==> src/rtl/handshake_fxp_mul_pipe_if.sv <==
// Elastic operand/result channels for handshake_fxp_mul_pipe.
// The master side drives operands and result_ready; the slave side is the multiplier.
interface handshake_fxp_mul_pipe_if #(
    parameter int DATA_WIDTH = 18
);
    logic [DATA_WIDTH-1:0] lhs;
    logic                  lhs_valid;
    logic                  lhs_ready;
    logic [DATA_WIDTH-1:0] rhs;
    logic                  rhs_valid;
    logic                  rhs_ready;
    logic [DATA_WIDTH-1:0] result;
    logic                  result_valid;
    logic                  result_ready;

    modport master (
        output lhs, lhs_valid, rhs, rhs_valid, result_ready,
        input  lhs_ready, rhs_ready, result, result_valid
    );

    modport slave (
        input  lhs, lhs_valid, rhs, rhs_valid, result_ready,
        output lhs_ready, rhs_ready, result, result_valid
    );
endinterface

==> src/rtl/handshake_fxp_mul_pipe.sv <==
// Elastic signed fixed-point multiplier: join, 3-stage bubble-collapsing pipe, round half up.
// Define HANDSHAKE_FXP_MUL_SAT_EN to saturate the result; otherwise it wraps to DATA_WIDTH.
module handshake_fxp_mul_pipe #(
    parameter int DATA_WIDTH = 18,
    parameter int FRAC_BITS  = 10
) (
    input logic                     clk,
    input logic                     rst,
    handshake_fxp_mul_pipe_if.slave bus
);
    localparam int PW = 2 * DATA_WIDTH;
    localparam int RW = PW + 1;
    localparam logic signed [RW-1:0] ROUND_C = RW'(1) <<< (FRAC_BITS - 1);

    logic                         v1_q, v1_d, v2_q, v2_d, v3_q, v3_d;
    logic signed [DATA_WIDTH-1:0] s1Lhs_q, s1Lhs_d, s1Rhs_q, s1Rhs_d;
    logic signed [PW-1:0]         s2Prod_q, s2Prod_d;
    logic [DATA_WIDTH-1:0]        s3Res_q, s3Res_d;
    logic                         s1Ready, s2Ready, s3Ready, fire;
    logic signed [RW-1:0]         roundedFull;
    logic [DATA_WIDTH-1:0]        narrowed;

    // Ready ripples back from the sink so a full pipe still moves 1 token/cycle.
    assign s3Ready = ~v3_q | bus.result_ready;
    assign s2Ready = ~v2_q | s3Ready;
    assign s1Ready = ~v1_q | s2Ready;

    assign fire          = bus.lhs_valid & bus.rhs_valid & s1Ready;
    assign bus.lhs_ready = bus.rhs_valid & s1Ready;
    assign bus.rhs_ready = bus.lhs_valid & s1Ready;
    assign bus.result       = s3Res_q;
    assign bus.result_valid = v3_q;

    // One guard bit keeps the rounding add from overflowing the product width.
    assign roundedFull = ($signed({s2Prod_q[PW-1], s2Prod_q}) + ROUND_C) >>> FRAC_BITS;

`ifdef HANDSHAKE_FXP_MUL_SAT_EN
    localparam logic signed [RW-1:0] MAX_C = {{(RW-DATA_WIDTH+1){1'b0}}, {(DATA_WIDTH-1){1'b1}}};
    localparam logic signed [RW-1:0] MIN_C = {{(RW-DATA_WIDTH+1){1'b1}}, {(DATA_WIDTH-1){1'b0}}};

    always_comb begin
        if (roundedFull > MAX_C) begin
            narrowed = MAX_C[DATA_WIDTH-1:0];
        end else if (roundedFull < MIN_C) begin
            narrowed = MIN_C[DATA_WIDTH-1:0];
        end else begin
            narrowed = roundedFull[DATA_WIDTH-1:0];
        end
    end
`else
    logic unusedHighBits;

    assign narrowed       = roundedFull[DATA_WIDTH-1:0];
    assign unusedHighBits = ^roundedFull[RW-1:DATA_WIDTH];
`endif

    always_comb begin
        v1_d     = v1_q;
        v2_d     = v2_q;
        v3_d     = v3_q;
        s1Lhs_d  = s1Lhs_q;
        s1Rhs_d  = s1Rhs_q;
        s2Prod_d = s2Prod_q;
        s3Res_d  = s3Res_q;

        if (s1Ready) begin
            v1_d = fire;
        end
        if (fire) begin
            s1Lhs_d = bus.lhs;
            s1Rhs_d = bus.rhs;
        end

        if (s2Ready) begin
            v2_d = v1_q;
        end
        if (s2Ready & v1_q) begin
            s2Prod_d = s1Lhs_q * s1Rhs_q;
        end

        if (s3Ready) begin
            v3_d = v2_q;
        end
        if (s3Ready & v2_q) begin
            s3Res_d = narrowed;
        end
    end

    always_ff @(posedge clk or posedge rst) begin
        if (rst) begin
            v1_q     <= 1'b0;
            v2_q     <= 1'b0;
            v3_q     <= 1'b0;
            s1Lhs_q  <= '0;
            s1Rhs_q  <= '0;
            s2Prod_q <= '0;
            s3Res_q  <= '0;
        end else begin
            v1_q     <= v1_d;
            v2_q     <= v2_d;
            v3_q     <= v3_d;
            s1Lhs_q  <= s1Lhs_d;
            s1Rhs_q  <= s1Rhs_d;
            s2Prod_q <= s2Prod_d;
            s3Res_q  <= s3Res_d;
        end
    end
endmodule

==> src/flat_wrapper.sv <==
// flat-port wrapper written by rule: the top's interface ports become plain ports
module handshake_fxp_mul_pipe_flat 
#(
    parameter int DATA_WIDTH = 18,
    parameter int FRAC_BITS  = 10
)
  (clk, rst, bus_lhs, bus_lhs_valid, bus_rhs, bus_rhs_valid, bus_result_ready, bus_lhs_ready, bus_rhs_ready, bus_result, bus_result_valid);
  handshake_fxp_mul_pipe_if #(.DATA_WIDTH(DATA_WIDTH)) bus_i ();
  input logic clk;
  input logic rst;
  input wire logic [$bits(bus_i.lhs)-1:0] bus_lhs;
  input wire logic [$bits(bus_i.lhs_valid)-1:0] bus_lhs_valid;
  input wire logic [$bits(bus_i.rhs)-1:0] bus_rhs;
  input wire logic [$bits(bus_i.rhs_valid)-1:0] bus_rhs_valid;
  input wire logic [$bits(bus_i.result_ready)-1:0] bus_result_ready;
  output wire logic [$bits(bus_i.lhs_ready)-1:0] bus_lhs_ready;
  output wire logic [$bits(bus_i.rhs_ready)-1:0] bus_rhs_ready;
  output wire logic [$bits(bus_i.result)-1:0] bus_result;
  output wire logic [$bits(bus_i.result_valid)-1:0] bus_result_valid;
  assign bus_i.lhs = bus_lhs;
  assign bus_i.lhs_valid = bus_lhs_valid;
  assign bus_i.rhs = bus_rhs;
  assign bus_i.rhs_valid = bus_rhs_valid;
  assign bus_i.result_ready = bus_result_ready;
  assign bus_lhs_ready = bus_i.lhs_ready;
  assign bus_rhs_ready = bus_i.rhs_ready;
  assign bus_result = bus_i.result;
  assign bus_result_valid = bus_i.result_valid;
  handshake_fxp_mul_pipe #(.DATA_WIDTH(DATA_WIDTH), .FRAC_BITS(FRAC_BITS)) u_core (.clk(clk), .rst(rst), .bus(bus_i));
endmodule
==> config.mk <==
export PLATFORM = sky130hd
export DESIGN_NAME = handshake_fxp_mul_pipe_flat
export DESIGN_NICKNAME = d
export VERILOG_FILES = /design/src/rtl/handshake_fxp_mul_pipe_if.sv /design/src/rtl/handshake_fxp_mul_pipe.sv /design/src/flat_wrapper.sv
export SDC_FILE = /design/constraint.sdc
export NUM_CORES = 1
export LEC_CHECK = 0
export CORE_MARGIN = 1.5
export CORE_UTILIZATION = 60
export CTS_CLUSTER_SIZE = 8
export DETAILED_ROUTE_END_ITERATION = 8
export GPL_TIMING_DRIVEN = 0
export HOLD_SLACK_MARGIN = 0.06
export PLACE_DENSITY_LB_ADDON = 0.25
export REMOVE_ABC_BUFFERS = 1
export SLEW_MARGIN = 10
export SYNTH_ARGS = -nofsm -noshare
export SYNTH_HDL_FRONTEND = slang
export SYNTH_SLANG_ARGS = --single-unit
==> constraint.sdc <==
create_clock -name clk -period 10.55 [get_ports clk]
set_clock_uncertainty 0.2 [all_clocks]
set_input_delay 2.6375 -clock clk [delete_from_list [all_inputs] [get_ports clk]]
set_output_delay 2.6375 -clock clk [all_outputs]
set_load 0.01 [all_outputs]
# == Word level (Yosys, flattened, before mapping) ==
# Index checks and enable logic that the tools add are counted.
# Widths: inputs -> output; s select.
# totals
register_bits,85
in_bits,41
output_inout_bits,21
elab_cells,21
# classes
n_addsub,1
mul,1
bitwise,12
# ops
op,count
$add 28x11->28 const B,1
$mul 18x18->28,1
$and 1x1->1,6
$not 1->1,3
$or 1x1->1,3

# == Depth between registers and ports, before layout ==
# Gate-level depths: netlist of the first run.
# logic_depth
depth_word,5
depth_mapped,24
ltp_nobuf,22

# == Worst setup path after synthesis of the first run ==
# No wires, ideal clock.
# synth_path
kind,register -> register
start,reg u_core.s1Rhs_q[9]
end,reg u_core.s2Prod_q[24]
setup_time_ns,0.125
arrival_ns,6.051
required_time_ns,10.225
slack_ns,4.175
path_stages_with_launch,23
path_buffers,2
period_less_slack_ns,6.375
cell_sequence,dfrtp_1 clkbuf_1 clkbuf_1 nand2_1 fa_1 inv_1 fa_1 inv_1 fa_1 inv_1 fa_1 fa_1 inv_1 fa_1 inv_1 ha_1 a21oi_2 a21oi_1 o311a_1 a221o_2 a211o_2 xor2_1 mux2_2
# synth_via
elab_chain_len,1
# synth_lines
item,line_no,rtl
"start, declared",handshake_fxp_mul_pipe.sv:16,"logic signed [DATA_WIDTH-1:0] s1Lhs_q, s1Lhs_d, s1Rhs_q, s1Rhs_d;"
"start signal, assigned",handshake_fxp_mul_pipe.sv:103,s1Rhs_q <= s1Rhs_d;
$mul 18x18->28,handshake_fxp_mul_pipe.sv:78,s2Prod_d = s1Lhs_q * s1Rhs_q;
"end signal, assigned",handshake_fxp_mul_pipe.sv:104,s2Prod_q <= s2Prod_d;
"end, declared",handshake_fxp_mul_pipe.sv:17,"logic signed [PW-1:0] s2Prod_q, s2Prod_d;"
# Every way passes these cells.
# A chain may end at the register's enable or synchronous reset.

# == Worst setup path in the final report of the first run ==
# layout_path
start,in bus_result_ready
end,out bus_rhs_ready
# layout_via
elab_chain_len,4
# layout_lines
item,line_no,rtl
"start, declared",flat_wrapper.sv:15,input wire logic [$bits(bus_i.result_ready)-1:0] bus_result_ready;
$or 1x1->1,handshake_fxp_mul_pipe.sv:24,assign s3Ready = ~v3_q | bus.result_ready;
$or 1x1->1,handshake_fxp_mul_pipe.sv:25,assign s2Ready = ~v2_q | s3Ready;
$or 1x1->1,handshake_fxp_mul_pipe.sv:26,assign s1Ready = ~v1_q | s2Ready;
$and 1x1->1,handshake_fxp_mul_pipe.sv:30,assign bus.rhs_ready = bus.lhs_valid & s1Ready;
"end, declared",flat_wrapper.sv:17,output wire logic [$bits(bus_i.rhs_ready)-1:0] bus_rhs_ready;
# Every way passes these cells.

==> results_dict.tcl, run 1 <==
set metrics [dict create \
    syn_avg_cell_area_um2 9.52 \
    grt_overflow 0 \
    final_net_count 1723 \
    path_common_cell "clkdlybuf4s50_1" \
    cpPeakStageDelay_ns 0.48 \
    nFillCells 1667 \
    final_util_pct 67.3 \
    synth_edf_count 0 \
    fin_crit_sh_pct 65.4 \
    cts_buffer_depth 2 \
    antenna_found_initial 0 \
    outcome "completed" \
    cts-root-buf "clkbuf_16" \
    ys_seq_area_share_pct 15.0 \
    worstMarginPinSlew_ns 0.985 \
    top_usage_layer "met2" \
    crit_required_ns 7.71 \
    grtUsageTotal_pct 25.6 \
    cts_tree "built" \
    worst_skew_pair.late_latency_ns 0.34 \
    post_drt_wl_per_cell_um 15.5 \
    fin_crit_ns 6.90 \
    seq_area_um2 1900 \
    holdCritPathClass "flop to flop" \
    dp_hpwl_um 20200 \
    ys_warn_count 0 \
    core_um2 20400 \
    drt_iter0_drc 388 \
    vias 8388 \
    core.rowCount 52 \
    die_w_um 148 \
    first_global_vias 9104 \
    rsz0062_at_grt "false" \
    max_slew_margin_pct 34.2 \
    use_met3_pct 4.42 \
    hold_buffers 0 \
    synth_cells 1328 \
    drv_cap 0 \
    hold_viol_final 0 \
    synth-async-reset-ratio_pct 100 \
    gr-usage-met2_pct 43.9 \
    setup-tns-final_ns 0 \
    htree_levels 3 \
    cts_resized 0 \
    pre_cts_ws_ns 3.67 \
    syn_to_final_growth_pct 8.83 \
    synthDistinctLibCells 40 \
    via_per_inst 5.17 \
    postCtsSetupRepairBufs 0 \
    setup_viol 0 \
    gp_congestion 0.810 \
    setup_slack_ns 3.65 \
    arrival_ns 4.06 \
    grt_pass1_wl_um 43800 \
    grt_util_met1_pct 34.8 \
    ant_nets 0 \
    slew_violations 0 \
    drive_gt1_share_pct 4.73 \
    drc_errors 0 \
    port_buffers 61 \
    grt_max_degree 44 \
    clk_pin_slew_ns 0.06 \
    first_pass_iters 5 \
    initial_core_util_pct 61.9 \
    multi_input_area_um2 9360 \
    syn-cell-area_um2 12600 \
    crit_path_end_kind "primary output" \
    cts.sinks 76 \
    critPathKind "input port to primary output" \
    numCtsBuffers 9 \
    worst_setup_path_start_kind "input port" \
    drt_wl_total_um 25200 \
    path_cells "clkdlybuf4s50_1, nor2b_1, nand3_1, and2_1, clkdlybuf4s50_1" \
    die_y_um 148 \
    ys.flop_type "dfrtp_1" \
    ys_ff_latch 76 \
    critPathMaxFanout 3 \
    design.portCount 62 \
    cp_slowest_cell "clkdlybuf4s50_1" \
    fp.dieArea_um2 21900 \
    maxClockFrequency_mhz 145 \
]
## state kept, by name, indices dropped and copies added, names as in the netlist
name	flops
u_core.bus.result_valid	1
u_core.v1_q	1
u_core.s2Prod_q	19
u_core.bus.result	18
u_core.v2_q	1
u_core.s1Rhs_q	18
u_core.s1Lhs_q	18
## routing by layer
layer	up-vias	wire, um
li1	3929	-
met1	4218	11200
met2	216	12400
met3	25	1280
met4	0	293
met5	-	0
## worst max-delay path, delay by kind of cell
kind                   cells  cell delay, ns
and+or+nand+nor            3            0.53
buffers and inverters      2            0.90
## cell usage in the layout, fill, tap and decap left out, types with 2 or more instances in the layout
master,n
a211oi_1,3
a21o_1,3
a21oi_1,8
a21oi_2,3
and2_1,155
and3_1,6
and4_1,3
bufinv_16,2
clkbuf_16,9
clkdlybuf4s50_1,61
dfrtp_1,76
fa_1,253
ha_1,80
inv_1,314
mux2_2,38
nand2_1,177
nand2b_1,7
nand3_1,14
nand4_1,4
nor2_1,13
nor2b_1,4
nor3_1,5
o21ai_0,34
o31ai_1,2
xnor2_1,30
xor2_1,26
## per-stage QoR
| step | hold slack, ns | area (um2) | cells |
|---|---|---|---|
| 6_report | 0.276 | 13800 | 1623 |
| 5_1_grt | 0.289 | 13800 | 1622 |
| 4_1_cts | 0.283 | 13800 | 1622 |
| 3_5_place_dp | 0.270 | 13400 | 1608 |
| 3_3_place_gp | 0.260 | 13400 | 1606 |
| 2_1_floorplan | 0.258 | 12400 | 1275 |
## logic make-up (layout without fill, tap and decap cells)
kind of cell,count (synthesis),after routing,share of synthesized area (%)
other cells,0,1,0
flops,76,76,15.0
simple gates,392,392,15.5
fa+ha+maj,333,333,48.0
compound gates,64,64,3.23
xor+xnor,56,56,3.88
mux,38,38,3.38
buf+inv,369,393,11.0
## path summary, 6_finish.rpt
check,start,endpoint,slack [ns],depth (start not counted)
max in group asynchronous,rst,u_core.s1Rhs_q[14],7.12,3
hold / removal,u_core.bus.result[11],u_core.bus.result[11],0.28,2
min in group asynchronous,rst,u_core.bus.result[2],2.46,2
hold reg to reg,u_core.bus.result[11],u_core.bus.result[11],0.28,2
setup / recovery,bus_result_ready,bus_rhs_ready,3.65,5
setup reg to reg,u_core.s1Rhs_q[9],u_core.s2Prod_q[25],3.77,21
## cell type report
type                       count  area share (%)
clock inverter                 4           0.537
clock buffer                  10            1.74
inverter                     316            8.64
multi-input combinational    883            68.0
tap                          270            2.46
timing repair buffer          63            4.78
antenna                        1          0.0182
sequential                    76            13.8
## synth_stat cells (4+ instances only)
cell type	count	share of area, %
clkbuf_1	52	1.5
nand2_1	178	5.3
nor2_1	13	0.39
and3_1	6	0.30
and2_1	155	7.7
nand4_1	4	0.20
fa_1	253	40
mux2_2	38	3.4
nor3_1	5	0.20
dfrtp_1	76	15
nor2b_1	4	0.20
nand3_1	14	0.55
a21oi_1	8	0.32
o21ai_0	34	1.3
xor2_1	26	1.8
ha_1	80	7.9
inv_1	315	9.4
xnor2_1	30	2.1
nand2b_1	7	0.35
Power of run 1 is left out: the tool's default activity adds up to more than one toggle a clock period on the data nets, which glitch-free logic cannot reach.
==> run 2, diff against run 1 <==
Settings changed: CORE_UTILIZATION 60 to 57.
Clock period 10.55 ns to 5.8 ns, I/O delays scaled along.
==> run 2 against run 1 <==
  * The run now ends with setup timing left
  * Setup slack got worse by 4.0 ns
  * Critical path depth increased by 15
  * Die area increased by 5.2%
  * Utilization increased by 0.25 points
  * Critical path type is now flop to flop
  * Critical endpoint is now u_core.s2Prod_q[25]
==> results_dict.tcl, run 2 (synthesis gave the netlist of run 1 again) <==
set metrics [dict create \
    outcome "complete, but fails checks" \
    violations "setup timing" \
    numCtsBuffers 9 \
    hold_buffers 0 \
    crit_required_ns 5.79 \
    syn_to_final_growth_pct 16.7 \
    largest_reg_flops 19 \
    drv_cap 0 \
    worst_setup_path_start_kind "flop" \
    htree_levels 3 \
    antenna_found_initial 0 \
    fin_crit_sh_pct 106 \
    antenna_cells 0 \
    setup_viol 11 \
    first_global_vias 9743 \
    critPathMaxFanout 16 \
    final_net_count 1801 \
    maxClockFrequency_mhz 163 \
    worst-r2r-setup-slack_ns -0.34 \
    post_drt_wl_per_cell_um 17.3 \
    final_common_cell "inv_1" \
    slew_violations 0 \
    path_cells "and2_1, fa_1, fa_1, inv_1, fa_1, fa_1, inv_1, fa_1, inv_1, fa_1, inv_1, ha_4, nand2_2, a21oi_2, o311a_1, a221o_2, a211o_4, a21oi_2, xor2_1, o21ai_1" \
    top_register "u_core.s2Prod_q" \
    core_um2 21800 \
    design.portCount 62 \
    cp_slowest_cell "dfrtp_4" \
    hold_viol_final 0 \
    crit_path_end_kind "flop" \
    fp.dieArea_um2 23100 \
    cts-root-buf "clkbuf_16" \
    grt_max_degree 43 \
    initial_core_util_pct 57.9 \
    via_per_inst 5.25 \
    crit_end "u_core.s2Prod_q[25]" \
    path_common_cell "fa_1" \
    clk_pin_slew_ns 0.06 \
    drt_iter0_drc 426 \
    worst_skew_pair.late_latency_ns 0.34 \
    final_cell_mix "310 x inv_1, 245 x fa_1, 173 x nand2_1" \
    max_slew_margin_pct 33.8 \
    gp_congestion 0.837 \
    r2r_end "u_core.s2Prod_q[25]" \
    port_buffers 61 \
    r2r_cells 20 \
    die_w_um 152 \
    drc_errors 0 \
    min-delay-start "u_core.bus.result[7]" \
    drive_gt1_share_pct 15.6 \
    vias 8980 \
    cts.sinks 76 \
    pre_cts_ws_ns -1.05 \
    cp-startpoint "u_core.s1Lhs_q[13]" \
    rsz0062_at_grt "true" \
    drt_wl_total_um 29500 \
    fin_crit_ns 6.14 \
    first_pass_iters 5 \
    critPathKind "flop to flop" \
    core.rowCount 54 \
    ant_nets 0 \
    die_y_um 152 \
    r2r-start "u_core.s1Lhs_q[13]" \
    setup_slack_ns -0.337 \
    cts_tree "built" \
    dp_hpwl_um 20600 \
    cpPeakStageDelay_ns 0.59 \
    holdCritPathClass "flop to flop" \
    grt_pass1_wl_um 48600 \
    grtUsageTotal_pct 26.6 \
    grt_overflow 0 \
    worstMarginPinSlew_ns 0.991 \
    arrival_ns 6.13 \
    cts_buffer_depth 2 \
]
[run 2: how the worst min path moves through the flow]
stage | to | depth (start not counted)
after floorplan | u_core.v2_q | 1
after global placement | u_core.bus.result[7] | 2
after detailed placement | u_core.bus.result[4] | 2
after CTS | u_core.bus.result[14] | 2
after global routing | u_core.s2Prod_q[12] | 2
final | u_core.bus.result[7] | 2
[run 2: final cells by class]
class	count	area, um2
flip-flops and latches	76	2000
multi-input cells	883	9620
fillers	1673	7070
clock buffers	11	243
repair buffers	141	1290
inverters	316	1190
well taps	280	350
clock inverters	4	48.8
[run 2: metrics by stage]
stage                     instances  hold WS, ns  setup TNS, ns  utilization (%)  area, um2
after detailed placement       1618        0.269          -7.94             61.7      13500
after floorplan                1275        0.258          -1.07                -      12400
after global placement         1616        0.261          -6.63             61.4      13400
after global routing           1711        0.315          -4.56             67.6      14800
final                          1711        0.275          -2.30             67.6      14800
after CTS                      1681        0.282          -2.48             65.6      14300
[run 2: worst max-delay path, delay by kind of cell (launching register included)]
| kind | cells | cell delay [ns] |
|---|---|---|
| fa+ha+maj | 7 | 3.10 |
| flops | 1 | 0.59 |
| xor+xnor | 1 | 0.17 |
| buf+inv | 4 | 0.27 |
| simple gates | 2 | 0.35 |
| compound gates | 6 | 1.29 |
[run 2: what timing repair did]
item	CTS	global route
buffers inserted	48	30
gates resized for setup	72	51
endpoints found under the setup margin	13	15
pin swaps	15	21
[run 2: routing by layer]
metal	vias up	GRT usage [%]	share of wire, %
li1	4080	-	-
met1	4525	36.6	43
met2	322	44.9	48
met3	53	3.71	6.5
met4	0	6.24	2.0
met5	-	0	0
Power of run 2 is left out for the same reason.
==> run 3, diff against run 2 <==
Settings changed: GPL_TIMING_DRIVEN 0 to default.
==> run 3 against run 2 <==
  * The run still ends with setup timing left
  * Critical path depth is 1 higher
  * Setup slack better by 0.11 ns
  * Utilization is 2.0 points higher
  * Die area stayed put
  * Worst hold slack hardly changed
  * Cell count is 3.6% higher
  * Critical endpoint is now u_core.s2Prod_q[24]
==> results_dict.tcl, run 3 (synthesis gave the netlist of run 1 again) <==
set metrics [dict create \
    worst_skew_pair.late_latency_ns 0.35 \
    path_cells "buf_6, buf_12, and2_4, fa_1, inv_2, fa_2, fa_1, fa_1, inv_1, fa_1, inv_1, fa_1, inv_2, ha_4, nor3_4, and3_4, a211oi_4, a221o_2, a211o_4, xor2_1, mux2_4" \
    rsz0062_at_grt "true" \
    post_drt_wl_per_cell_um 16.1 \
    arrival_ns 6.06 \
    htree_levels 3 \
    worstMarginPinSlew_ns 0.921 \
    final_cell_mix "310 x inv_1, 246 x fa_1, 174 x nand2_1" \
    initial_core_util_pct 57.9 \
    numCtsBuffers 9 \
    cp.depth 21 \
    cts_buffer_depth 2 \
    gp_congestion 0.899 \
    core.rowCount 54 \
    grt_max_degree 48 \
    cts.sinks 76 \
    whs_path_depth 2 \
    dp.cells 1740 \
    hold_viol_final 0 \
    final_util_pct 69.6 \
    worst_setup_path_start_kind "flop" \
    vias 9026 \
    fin_area_um2 15200 \
    cp_slowest_cell "fa_2" \
    die_y_um 152 \
    final_net_count 1864 \
    largest_reg_flops 19 \
    holdCritPathClass "flop to flop" \
    fin_crit_ns 6.02 \
    grtUsageTotal_pct 26.8 \
    via_per_inst 5.09 \
    critPathKind "flop to flop" \
    outcome "complete, but fails checks" \
    drc_errors 0 \
    drv_cap 0 \
    first_global_vias 10000 \
    die_w_um 152 \
    antenna_found_initial 0 \
    top_register "u_core.s2Prod_q" \
    syn_to_final_growth_pct 20.1 \
    maxClockFrequency_mhz 166 \
    cp_top_family "adder cells" \
    cts_tree "built" \
    cp-startpoint "u_core.s1Lhs_q[5]" \
    placed_area_um2 14300 \
    pre_cts_ws_ns -0.342 \
    drt_iter0_drc 372 \
    fin_cells 1773 \
    dp_hpwl_um 23800 \
    path_common_cell "fa_1" \
    fp.dieArea_um2 23100 \
    drt_wl_total_um 28500 \
    r2r_cells 21 \
    setup_viol 6 \
    min-delay-start "u_core.bus.result[10]" \
    slew_violations 0 \
    first_pass_iters 5 \
    design.portCount 62 \
    port_buffers 61 \
    path_buf_inv 6 \
    grt_pass1_wl_um 48900 \
    crit_path_end_kind "flop" \
    fin_crit_sh_pct 104 \
    max_slew_margin_pct 38.5 \
    violations "setup timing" \
    antenna_cells 0 \
    crit_required_ns 5.83 \
    clk_pin_slew_ns 0.06 \
    grt_overflow 0 \
    cts-root-buf "clkbuf_16" \
    hold_buffers 0 \
    cpPeakStageDelay_ns 0.53 \
    setup_slack_ns -0.225 \
    critPathMaxFanout 5 \
    final_common_cell "inv_1" \
    r2r-start "u_core.s1Lhs_q[5]" \
    core_um2 21800 \
    drive_gt1_share_pct 17.3 \
    ant_nets 0 \
]
[run 3: cell count changes in the layout (fill, tap and decap cells not counted), sizes merged]
cell	delta
buf	+64
clkbuf	-3
bufinv	+4
inv	-3
[run 3: final timing paths]
kind	end	slack [ns]
worst max-delay path	u_core.s2Prod_q[24]	-0.22
worst min-delay path	u_core.bus.result[10]	0.27
worst max register to register	u_core.s2Prod_q[24]	-0.22
worst min register to register	u_core.bus.result[10]	0.27
max in group asynchronous	u_core.s1Lhs_q[15]	3.10
min in group asynchronous	u_core.bus.result[1]	1.24
[run 3: metal layers]
metal / global-route usage (%) / vias up / share of wire (%)
met5: 0 / - / 0
met4: 5.83 / 0 / 1.2
met3: 4.28 / 29 / 5.4
met2: 45.4 / 238 / 49
met1: 36.7 / 4561 / 45
li1: - / 4198 / -
[run 3: final cells by class]
class | instances | area, um2
multi-input combinational | 883 | 9580
clock buffer | 9 | 225
tap | 280 | 350
fill | 1659 | 6640
sequential | 76 | 1920
timing repair buffer | 204 | 1770
inverter | 316 | 1190
clock inverter | 5 | 150
[run 3: timing repair]
item / 4_1_cts / 5_1_grt
pin swaps: 26 / 10
gates resized for setup: 59 / 22
setup buffers: 17 / 2
endpoints found under the hold margin: 0 / 0
setup endpoints to repair: 10 / 13
[run 3: through the flow]
step | hold WS, ns | setup TNS, ns
finish | 0.275 | -0.788
global route | 0.298 | -2.82
CTS | 0.282 | -0.669
detailed placement | 0.270 | -1.82
global placement | 0.259 | -1.14
floorplan | 0.258 | -1.07
[run 3: worst reg2reg max path: stages, from the launching register on]
cell      delay (ns)
dfrtp_1         0.42
buf_6           0.15
buf_12          0.12
and2_4          0.13
fa_1            0.49
inv_2           0.05
fa_2            0.53
fa_1            0.43
fa_1            0.49
inv_1           0.05
fa_1            0.47
inv_1           0.05
fa_1            0.49
inv_2           0.05
ha_4            0.16
nor3_4          0.20
and3_4          0.22
a211oi_4        0.07
a221o_2         0.40
a211o_4         0.35
xor2_1          0.14
mux2_4          0.26
Power of run 3 is left out for the same reason.
